**config.mk**
```make
export PLATFORM = sky130hd
export DESIGN_NAME = image_read
export DESIGN_NICKNAME = d
export VERILOG_FILES = /design/src/rtl/image_read.sv
export SDC_FILE = /design/constraint.sdc
export NUM_CORES = 1
export LEC_CHECK = 0
export BUFFER_PORTS_ARGS = -buffer_cell sky130_fd_sc_hd__buf_2
export CORE_ASPECT_RATIO = 0.9
export CORE_MARGIN = 1
export CORE_UTILIZATION = 40
export DETAILED_ROUTE_END_ITERATION = 10
export HOLD_SLACK_MARGIN = 0.06
export PLACE_DENSITY = 0.68
export SLEW_MARGIN = 20
export SYNTH_ARGS = -nofsm -noshare
export SYNTH_HDL_FRONTEND = slang
export SYNTH_SLANG_ARGS = --single-unit
export TNS_END_PERCENT = 10
```
**constraint.sdc**
```tcl
create_clock -name HCLK -period 1.9 [get_ports HCLK]
set_input_delay 0.095 -clock HCLK [delete_from_list [all_inputs] [get_ports HCLK]]
set_output_delay 0.095 -clock HCLK [all_outputs]
set_load 0.01 [all_outputs]
```
**src/rtl/image_read.sv**
```systemverilog
// image_read: BMP pixel-array frame source, two pixels per HSYNC cycle.
// Optional IMAGE_READ_BRIGHTNESS_EN adds a saturating brightness offset.
module image_read #(
   parameter int    WIDTH            = 10,
   parameter int    HEIGHT           = 5,
   parameter string INPUT_FILE       = "../images/input.hex",
   parameter int    START_UP_DELAY   = 100,
   parameter int    HSYNC_DELAY      = 160,
   parameter int    BRIGHTNESS_VALUE = 50
)(
   input  logic       HCLK,
   input  logic       HRESET,
   input  logic       START,
   output logic       VSYNC,
   output logic       HSYNC,
   output logic [7:0] DATA_R0,
   output logic [7:0] DATA_G0,
   output logic [7:0] DATA_B0,
   output logic [7:0] DATA_R1,
   output logic [7:0] DATA_G1,
   output logic [7:0] DATA_B1,
   output logic       ctrl_done
);

   localparam int MEM_BYTES = WIDTH * HEIGHT * 3;
   localparam int ROW_BYTES = WIDTH * 3;
   localparam int PAIRS     = WIDTH / 2;
   localparam int DMAX      = (START_UP_DELAY > HSYNC_DELAY) ?
                              START_UP_DELAY : HSYNC_DELAY;
   localparam int DW        = $clog2(DMAX) + 1;
   localparam int RW        = $clog2(HEIGHT) + 1;
   localparam int CW        = $clog2(PAIRS) + 1;
   localparam int AW        = $clog2(MEM_BYTES);

   typedef enum logic [2:0] {
      S_IDLE, S_VSYNC, S_GAP, S_DATA, S_DONE
   } state_t;

   logic [7:0]    mem [MEM_BYTES];
   state_t        state, state_n;
   logic [DW-1:0] dcnt, dcnt_n;
   logic [RW-1:0] row, row_n;
   logic [CW-1:0] col, col_n;
   logic [AW-1:0] addr;
   logic [7:0]    px [6];

   function automatic logic [7:0] adj(input logic [7:0] b);
`ifdef IMAGE_READ_BRIGHTNESS_EN
      logic [8:0] s;
      s = {1'b0, b} + 9'(BRIGHTNESS_VALUE);
      return s[8] ? 8'hFF : s[7:0];
`else
      return b;
`endif
   endfunction

   // Next-state: sequence preamble, per-row gap, pair burst, done.
   always_comb begin
      state_n = state;
      dcnt_n  = dcnt;
      row_n   = row;
      col_n   = col;
      unique case (state)
         S_IDLE, S_DONE: begin
            if (START) begin
               state_n = S_VSYNC;
               dcnt_n  = '0;
            end
         end
         S_VSYNC: begin
            if (dcnt == DW'(START_UP_DELAY - 1)) begin
               state_n = S_GAP;
               dcnt_n  = '0;
               row_n   = '0;
            end else begin
               dcnt_n = dcnt + 1'b1;
            end
         end
         S_GAP: begin
            if (dcnt == DW'(HSYNC_DELAY - 1)) begin
               state_n = S_DATA;
               col_n   = '0;
            end else begin
               dcnt_n = dcnt + 1'b1;
            end
         end
         S_DATA: begin
            if (col == CW'(PAIRS - 1)) begin
               if (row == RW'(HEIGHT - 1)) begin
                  state_n = S_DONE;
               end else begin
                  state_n = S_GAP;
                  row_n   = row + 1'b1;
                  dcnt_n  = '0;
               end
            end else begin
               col_n = col + 1'b1;
            end
         end
         default: state_n = S_IDLE;
      endcase
   end

   // Fetch the pair for the upcoming cycle; rows are stored bottom-up.
   always_comb begin
      addr = AW'(ROW_BYTES) * (AW'(HEIGHT - 1) - AW'(row_n))
           + AW'(6) * AW'(col_n);
      for (int i = 0; i < 6; i++) begin
         px[i] = adj(mem[addr + AW'(i)]);
      end
   end

   // State, counters and registered outputs.
   always_ff @(posedge HCLK or posedge HRESET) begin
      if (HRESET) begin
         state     <= S_IDLE;
         dcnt      <= '0;
         row       <= '0;
         col       <= '0;
         VSYNC     <= 1'b0;
         HSYNC     <= 1'b0;
         ctrl_done <= 1'b0;
         DATA_B0   <= '0;
         DATA_G0   <= '0;
         DATA_R0   <= '0;
         DATA_B1   <= '0;
         DATA_G1   <= '0;
         DATA_R1   <= '0;
      end else begin
         state     <= state_n;
         dcnt      <= dcnt_n;
         row       <= row_n;
         col       <= col_n;
         VSYNC     <= (state_n == S_VSYNC);
         HSYNC     <= (state_n == S_DATA);
         ctrl_done <= (state_n == S_DONE);
         if (state_n == S_DATA) begin
            DATA_B0 <= px[0];
            DATA_G0 <= px[1];
            DATA_R0 <= px[2];
            DATA_B1 <= px[3];
            DATA_G1 <= px[4];
            DATA_R1 <= px[5];
         end
      end
   end

endmodule

```
Yosys cells after proc, flatten, opt, wreduce, memory -nomap -nowiden

Index checks and enable logic that the tools add are counted.

Logic and storage cells: 54
Register bits after elaboration: 71

Eq/ne operators: 15
Multiplexer cells: 19
Reductions and logical operators: 4
Add/subtract/negate cells: 3

Operators with widths:

| operator              | count |
|---|---|
| $mux W9               | 5 |
| $pmux W9 S4           | 1 |
| $mux W4               | 5 |
| $pmux W4 S2           | 2 |
| $mux W3               | 5 |
| $pmux W3 S4           | 1 |
| $add A9 B1 Y9 const B | 1 |
| $eq A3 B2 Y1 const B  | 3 |
| $eq A9 B7 Y1 const B  | 1 |
| $eq A9 B8 Y1 const B  | 1 |
| $add A4 B1 Y4 const B | 2 |
| $eq A4 B3 Y1 const B  | 2 |
| $ne A2 B2 Y1 const B  | 4 |
| $eq A3 B1 Y1 const B  | 2 |
| $eq A3 B3 Y1 const B  | 2 |
| $reduce_and A5 Y1     | 1 |
| $reduce_bool A4 Y1    | 1 |
| $logic_not A3 Y1      | 1 |
| $reduce_or A2 Y1      | 1 |

Logic depth before layout (Yosys ltp)

Gate-level depths: netlist of run 1.

Depth in word-level cells: 5
Depth in mapped cells: 8

Least setup slack after synthesis of run 1

No wires, ideal clock.

Path type: register to register
Start: register dcnt[8]
End: register dcnt[8]
Library setup time: 0.121 ns
Setup slack: 0.115 ns
Cell stages (with the launch flop): 6
Buffers on the path: 0
Clock period less this slack: 1.785 ns
Arrival time: 1.664 ns
Cells stage by stage: dfrtp_1 > or4_1 > nor3_1 > o22a_1 > o21ai_0 > a22o_2

Cells in the longest elaborated chain, start to end: 3
Elaborated cells between the ends (all ways): 8
Those cells by class: 1 x add/sub; 3 x eq/ne; 3 x mux; 1 x reduce/logical

Ends and longest elaborated chain:

| item                                             | line   | RTL |
|---|---|---|
| from (decl)                                      | 41     | `logic [DW-1:0] dcnt, dcnt_n;` |
| from (signal assigned)                           | 131    | `dcnt <= dcnt_n;` |
| $add A9 B1 Y9, or another cell as far along      | 76, 84 |  |
| $mux W9, or another cell as far along            | 80     | `if (dcnt == DW'(HSYNC_DELAY - 1)) begin` |
| $pmux W9 S4 or $reduce_and A5 Y1 (tied branches) | n/a    |  |

Parallel ways exist; a longest one is shown, timed or not. The select of a mux whose other input is x is not followed.
A chain may end at the register's enable or synchronous reset.

Final worst setup path of run 1

Start: register dcnt[8]
End: register state[1]

Cells in the longest elaborated chain, start to end: 3
Elaborated cells between the ends (all ways): 5
Those cells by class: 2 x eq/ne; 3 x mux

Ends and longest elaborated chain:

| item                                         | line   | RTL |
|---|---|---|
| $eq A9 B8 Y1 or $eq A9 B7 Y1 (tied branches) | 80, 71 |  |
| $mux W3, on equally long branches            | 80, 71 |  |
| $pmux W3 S4 (*)                              | 63     | `unique case (state)` |
| via state_n[1]                               | 40     | `state_t state, state_n;` |
| to (signal assigned)                         | 130    | `state <= state_n;` |
| to (decl)                                    | 40     |  |

The timed path passes the listed nets; every way through them passes the cells marked *.

==> metrics.cfg, run 1 <==
[clocking]
clockBufferDepth=2
cts_root_buf=clkbuf_8
clkSlewWorstSetupHoldPaths_ps=90
cts_tree=yes
clock-sinks=23
htree_levels=1
cts_buffers=3
worstSkewPairLatency_ps=270

[placement]
place_congestion=0.859
io_buffer_count=5
placed_cells=244
dp_hpwl_um=1980

[global_route]
grt_use_total=0.132
grt_pass1_vias=1003
gr-total-overflow=0
grt_pass1_wl_um=4590
grt_antenna_before_repair=0
grt_max_degree=24

[final_layout]
finalNetCount=217
n_antenna_cell=0
drive_gt1_frac=0.236
area_growth_pct=10.4
finalNonFillerCells=254

[floorplanning]
io_pins=54
core-area_um2=3780
dieArea_um2=4310
start_util=0.428
die_w_um=69.1
die_h_um=62.4
row_count=21

[drt]
vias=1141
post-route-drc-count=0
postRouteAntennaNets=0
drtPass1Iterations=4
drt-total-wl_um=2780
drt_iter0_drc=89
vias_per_cell=4.49
wl_per_cell_um=10.9

[sta]
maxSlewViolCount=0
rsz0062_at_grt=true
max_freq_mhz=537
setup_viol=0
skew_ps=3.57
period_share=0.981
setup_tns_ps=0
finalHoldViolations=0
period_minus_slack_ps=1860

[power_and_ir_drop]
peakVddDrop_mv=0.258
power_density_nw_per_um2=691
power.leakage_nw=0.934
power.total_mw=1.24

[setup_path]
endpoint=state[1]
reg2reg_depth=4
arrival_ps=2070
startpoint_type=register
r2r-end=state[1]
r2r_slack_ps=40
cp_max_fo=4
crit_required_ps=2100
crit_start=dcnt[8]
end_kind=register
r2r-start=dcnt[8]
critPathKind=reg2reg

[logic_synthesis]
postSynthAreaPerCell_um2=9.04
synth-simple-area-share=0.201
ys_seq_area_frac=0.355
synthAdderAreaFrac=0.0386
ys_ff_latch=23
yosysWarnings=0
synth_top_family_by_area=buffers and inverters
syn_inst=179
synthMuxAreaShare=0.0185
synth.distinct_cells=39
synth_xor_area_frac=0.0216
synth_compound_area_frac=0.109
synth_area_um2=1620

[status]
status=completed

[worst_hold_path]
hold_class=in2reg

[job]
maxCapViolations=0

-- report_power, final --
group | internal (mW) | switching [mW]
Combinational | 0.148 | 0.179
Sequential | 0.546 | 0.0471
Clock | 0.147 | 0.168
-- synth_stat cells (all sizes together) --
library cell | number | share of area
a21oi | 1 | 0.0054
a22o | 5 | 0.028
a31oi | 1 | 0.0039
and2 | 2 | 0.0077
and3 | 3 | 0.012
and3b | 2 | 0.011
buf | 49 | 0.23
clkbuf | 1 | 0.0023
conb | 1 | 0.0023
dfrtp | 23 | 0.36
ha | 5 | 0.039
inv | 11 | 0.026
mux2i | 3 | 0.019
nand2 | 11 | 0.026
nand2b | 2 | 0.0077
nand3 | 4 | 0.012
nand3b | 1 | 0.0046
nand4 | 2 | 0.0077
nor2 | 9 | 0.021
nor2b | 4 | 0.015
nor3 | 3 | 0.0093
nor4 | 2 | 0.017
o211ai | 1 | 0.0046
o21a | 1 | 0.0046
o21ai | 14 | 0.043
o22a | 1 | 0.0054
o22ai | 1 | 0.0039
o2bb2ai | 1 | 0.0054
o31ai | 1 | 0.0046
or2 | 1 | 0.0039
or2b | 1 | 0.0046
or3 | 3 | 0.018
or3b | 1 | 0.0054
or4 | 4 | 0.019
xor2 | 4 | 0.022
-- per-layer routing --
| metal | part of all wire | vias up | global-route usage |
|---|---|---|---|
| li1 | - | 569 | - |
| met1 | 0.49 | 530 | 0.186 |
| met2 | 0.45 | 38 | 0.200 |
| met3 | 0.053 | 4 | 0.0390 |
| met4 | 0.0076 | 0 | 0.0306 |
| met5 | 0 | - | 0 |
-- worst min path at each step --
stage / depth (start not counted) / from / slack, ps / end
floorplan: 1 / HRESET / 100 / HSYNC
CTS: 3 / START / 130 / ctrl_done
detailed placement: 3 / HRESET / 160 / state[2]
global placement: 3 / HRESET / 150 / state[2]
finish: 3 / START / 130 / ctrl_done
global route: 3 / START / 140 / state[2]
-- metrics by stage --
step / util / cell area, um^2 / worst slack, ps / hold WS, ps
final: 0.473 / 1790 / 36.3 / 132
after global routing: 0.473 / 1790 / -14.2 / 141
after detailed placement: 0.433 / 1640 / -57.7 / 160
after CTS: 0.463 / 1750 / -31.2 / 129
after floorplan: - / 1800 / 115 / 96.9
after global placement: 0.433 / 1640 / -84.7 / 154
-- state kept, by name, summed over array words and instances (netlist names) --
name / count
state: 3
col: 4
dcnt: 9
VSYNC: 1
row: 4
HSYNC: 1
ctrl_done: 1
-- worst max-delay path, stage by stage, from the launching register on --
cell	delay, ps
dfrtp_1	410
or4_4	550
or3_4	370
or3_1	330
a21oi_2	130
-- cell type report --
type / instances / area (um^2)
clock buffers: 3 / 41.3
clock inverters: 1 / 5.00
fillers: 366 / 2000
inverters: 11 / 41.3
multi-input cells: 142 / 856
flip-flops and latches: 23 / 578
well taps: 46 / 57.6
repair buffers: 28 / 209
-- cell families after synthesis --
logic type      after synthesis
mux                           3
compound gates               27
other cells                   1
buf+inv                      61
fa+ha+maj                     5
flops                        23
simple gates                 55
xor+xnor                      4
-- timing repair --
item / 4_1_cts / 5_1_grt
hold endpoints to repair: 23 / 0
cloned: 1 / 0
buffers inserted: 3 / 1
gates resized for setup: 14 / 7
pin swaps: 7 / 4
hold buffers: 1 / 0
endpoints found under the setup margin: 8 / 13
-- cells in the final DEF (no fill, tap or decap), types with 2 or more instances in the layout --
cell type	synthesis	final
conb_1	1	48
dfrtp_1	23	21
buf_4	48	18
nand2_1	11	11
inv_1	11	11
o21ai_0	14	11
nor2_1	9	8
buf_2	1	6
ha_1	5	5
xor2_1	4	4
a22o_1	4	4
nor2b_1	4	4
nand3_1	4	3
and3_1	3	3
mux2i_1	3	3
clkbuf_8	0	3
buf_6	0	3
nand2b_1	2	2
or4_4	0	2
and3b_1	2	2
or3_4	2	2
or4_1	4	2
nand4_1	2	2
o21ai_1	0	2
dfrtp_2	0	2
(Power assumes the default switching activity.)
==> run 2, diff against run 1 <==
RECOVER_POWER = 25   (was not set)
==> run 2 against run 1 <==
Sequential share of layout area about the same; cell area fell by 0.14%; first-iteration DRC count stayed put; die area stayed put; clock skew stayed put; maximum frequency is the same; critical endpoint unchanged; critical path depth is the same; flip-flop and latch count is the same; worst hold slack unchanged.
==> metrics.cfg, run 2 (same netlist as run 1, synthesis figures left out) <==
[final_layout]
finalNetCount=217  ; unchanged
area_growth_pct=10.3
multi_input_area_um2=856  ; unchanged
post-route-util=0.472  ; -0.000661
largest_reg_flops=9  ; unchanged
registers.top_by_ff_count=dcnt
fillers=367  ; +0.27%
fin_area_um2=1790  ; -0.14%
reg.largest.list=dcnt: 9 flops, col: 4 flops, row: 4 flops
register_area_um2=578  ; unchanged
layout_commonest_cell=conb_1
drive_gt1_frac=0.236  ; unchanged
n_antenna_cell=0  ; unchanged
final_cell_mix=48 x conb_1, 21 x dfrtp_1, 17 x buf_4

[clocking]
cts_tree=yes
clkSlewWorstSetupHoldPaths_ps=90  ; about the same
clock-sinks=23  ; unchanged
cts_buffers=3  ; unchanged
htree_levels=1  ; unchanged
clockBufferDepth=2  ; unchanged
worstSkewPairLatency_ps=270  ; about the same
cts_root_buf=clkbuf_8

[power_and_ir_drop]
power.leakage_nw=0.934  ; about the same
power_density_nw_per_um2=692  ; about the same
peakVddDrop_mv=0.258  ; about the same

[drt]
vias=1141  ; unchanged
post-route-drc-count=0  ; unchanged
drt-total-wl_um=2780  ; unchanged
drt_iter0_drc=89  ; unchanged
drtPass1Iterations=4  ; unchanged
wl_per_cell_um=10.9  ; unchanged
vias_per_cell=4.49  ; unchanged
postRouteAntennaNets=0  ; unchanged

[setup_path]
crit_chain=or4_4 > or3_4 > or3_1 > a21oi_2
max_stage_delay_ps=550  ; about the same
r2r-start=dcnt[8]
critPathKind=reg2reg
cpLargestDelayFamily=simple AND/OR/NAND/NOR gates
cp_max_fo=4  ; unchanged
startpoint_type=register
r2r-end=state[1]
end_kind=register
arrival_ps=2070  ; about the same
reg2reg_depth=4  ; unchanged
cp.depth=4  ; unchanged
crit_start=dcnt[8]
crit_path_top_delay_cell=or4_4
crit_required_ps=2100  ; about the same
r2r_slack_ps=40  ; about the same
crit_buf_inv=0  ; unchanged
endpoint=state[1]

[sta]
setup_slack_ps=36.3  ; unchanged
maxSlewHeadroom=0.620
tightest_slew_ps=571
rsz0062_at_grt=true
max_freq_mhz=537  ; unchanged
period_share=0.981  ; unchanged
skew_ps=3.57  ; unchanged
period_minus_slack_ps=1860  ; unchanged
maxSlewViolCount=0  ; unchanged
finalHoldViolations=0  ; unchanged
setup_viol=0  ; unchanged

[global_route]
grt_pass1_vias=1003  ; unchanged
grt_antenna_before_repair=0  ; unchanged
grt_use_total=0.132  ; unchanged
grt_pass1_wl_um=4590  ; unchanged
gr-total-overflow=0  ; unchanged
grt_max_degree=24  ; unchanged

[floorplanning]
start_util=0.428  ; unchanged
core-area_um2=3780  ; unchanged
row_count=21  ; unchanged
io_pins=54  ; unchanged
dieArea_um2=4310  ; unchanged
die_w_um=69.1  ; unchanged
die_h_um=62.4  ; unchanged

[status]
status=completed

[placement]
dp_hpwl_um=1980  ; unchanged
io_buffer_count=5  ; unchanged
place_ws_ps=-57.7  ; unchanged
place_congestion=0.859  ; unchanged
place_area_um2=1640  ; unchanged

[worst_hold_path]
hold_class=in2reg

[job]
maxCapViolations=0  ; unchanged

## run 2: cell types whose count changed in the layout (fill, tap and decap cells not counted)
cell | previous run | this run
buf_4 | 18 | 17
clkbuf_2 | 0 | 1
## run 2: worst min path at each step
| stage | startpoint | endpoint | slack (ps) | cells past startpoint |
|---|---|---|---|---|
| 3_5_place_dp | HRESET | state[2] | 160 | 3 |
| 2_1_floorplan | HRESET | HSYNC | 100 | 1 |
| 3_3_place_gp | HRESET | state[2] | 150 | 3 |
| 6_report | START | ctrl_done | 130 | 3 |
| 5_1_grt | START | state[2] | 140 | 3 |
| 4_1_cts | START | ctrl_done | 130 | 3 |
## run 2: repair_timing
| item | 4_1_cts | 5_1_grt |
|---|---|---|
| setup buffers | 3 | 1 |
| cloned | 1 | 0 |
| pin swaps | 7 | 4 |
| endpoints found under the setup margin | 8 | 13 |
| hold buffers | 1 | 0 |
| gates resized for setup | 14 | 7 |
| endpoints found under the hold margin | 23 | 0 |
## run 2: layer usage
layer / up-vias / GRT usage / routed length (um)
met5: - / 0 / 0
met2: 38 / 0.200 / 1250
met1: 530 / 0.186 / 1360
li1: 569 / - / -
met4: 0 / 0.0306 / 21
met3: 4 / 0.0390 / 147
## run 2: tightest hold or removal path, delay by kind of cell
family	cells	cell delay, ps
buffers and inverters	1	100
AO/OA/AOI/OAI	1	70
AND/OR/NAND/NOR	1	110
## run 2: area by class of cell
type / instances / area share
sequential: 23 / 0.324
timing repair buffer: 28 / 0.116
multi-input combinational: 142 / 0.479
clock buffer: 3 / 0.0231
clock inverter: 1 / 0.00280
inverter: 11 / 0.0231
tap: 46 / 0.0322
## run 2: report_power, final
group / switching [mW] / internal (mW)
Sequential: 0.0471 / 0.546
Combinational: 0.179 / 0.148
Clock: 0.168 / 0.147
Total: 0.395 / 0.840
## run 2: metrics by stage
step	hold slack (ps)	setup TNS (ps)	std cells	power (mW)
after CTS	129	-61.7	253	1.21
after global routing	141	-21.4	254	1.31
after floorplan	96.9	0	226	0.863
final	132	0	254	1.23
after detailed placement	160	-292	244	0.889
after global placement	154	-422	244	0.879
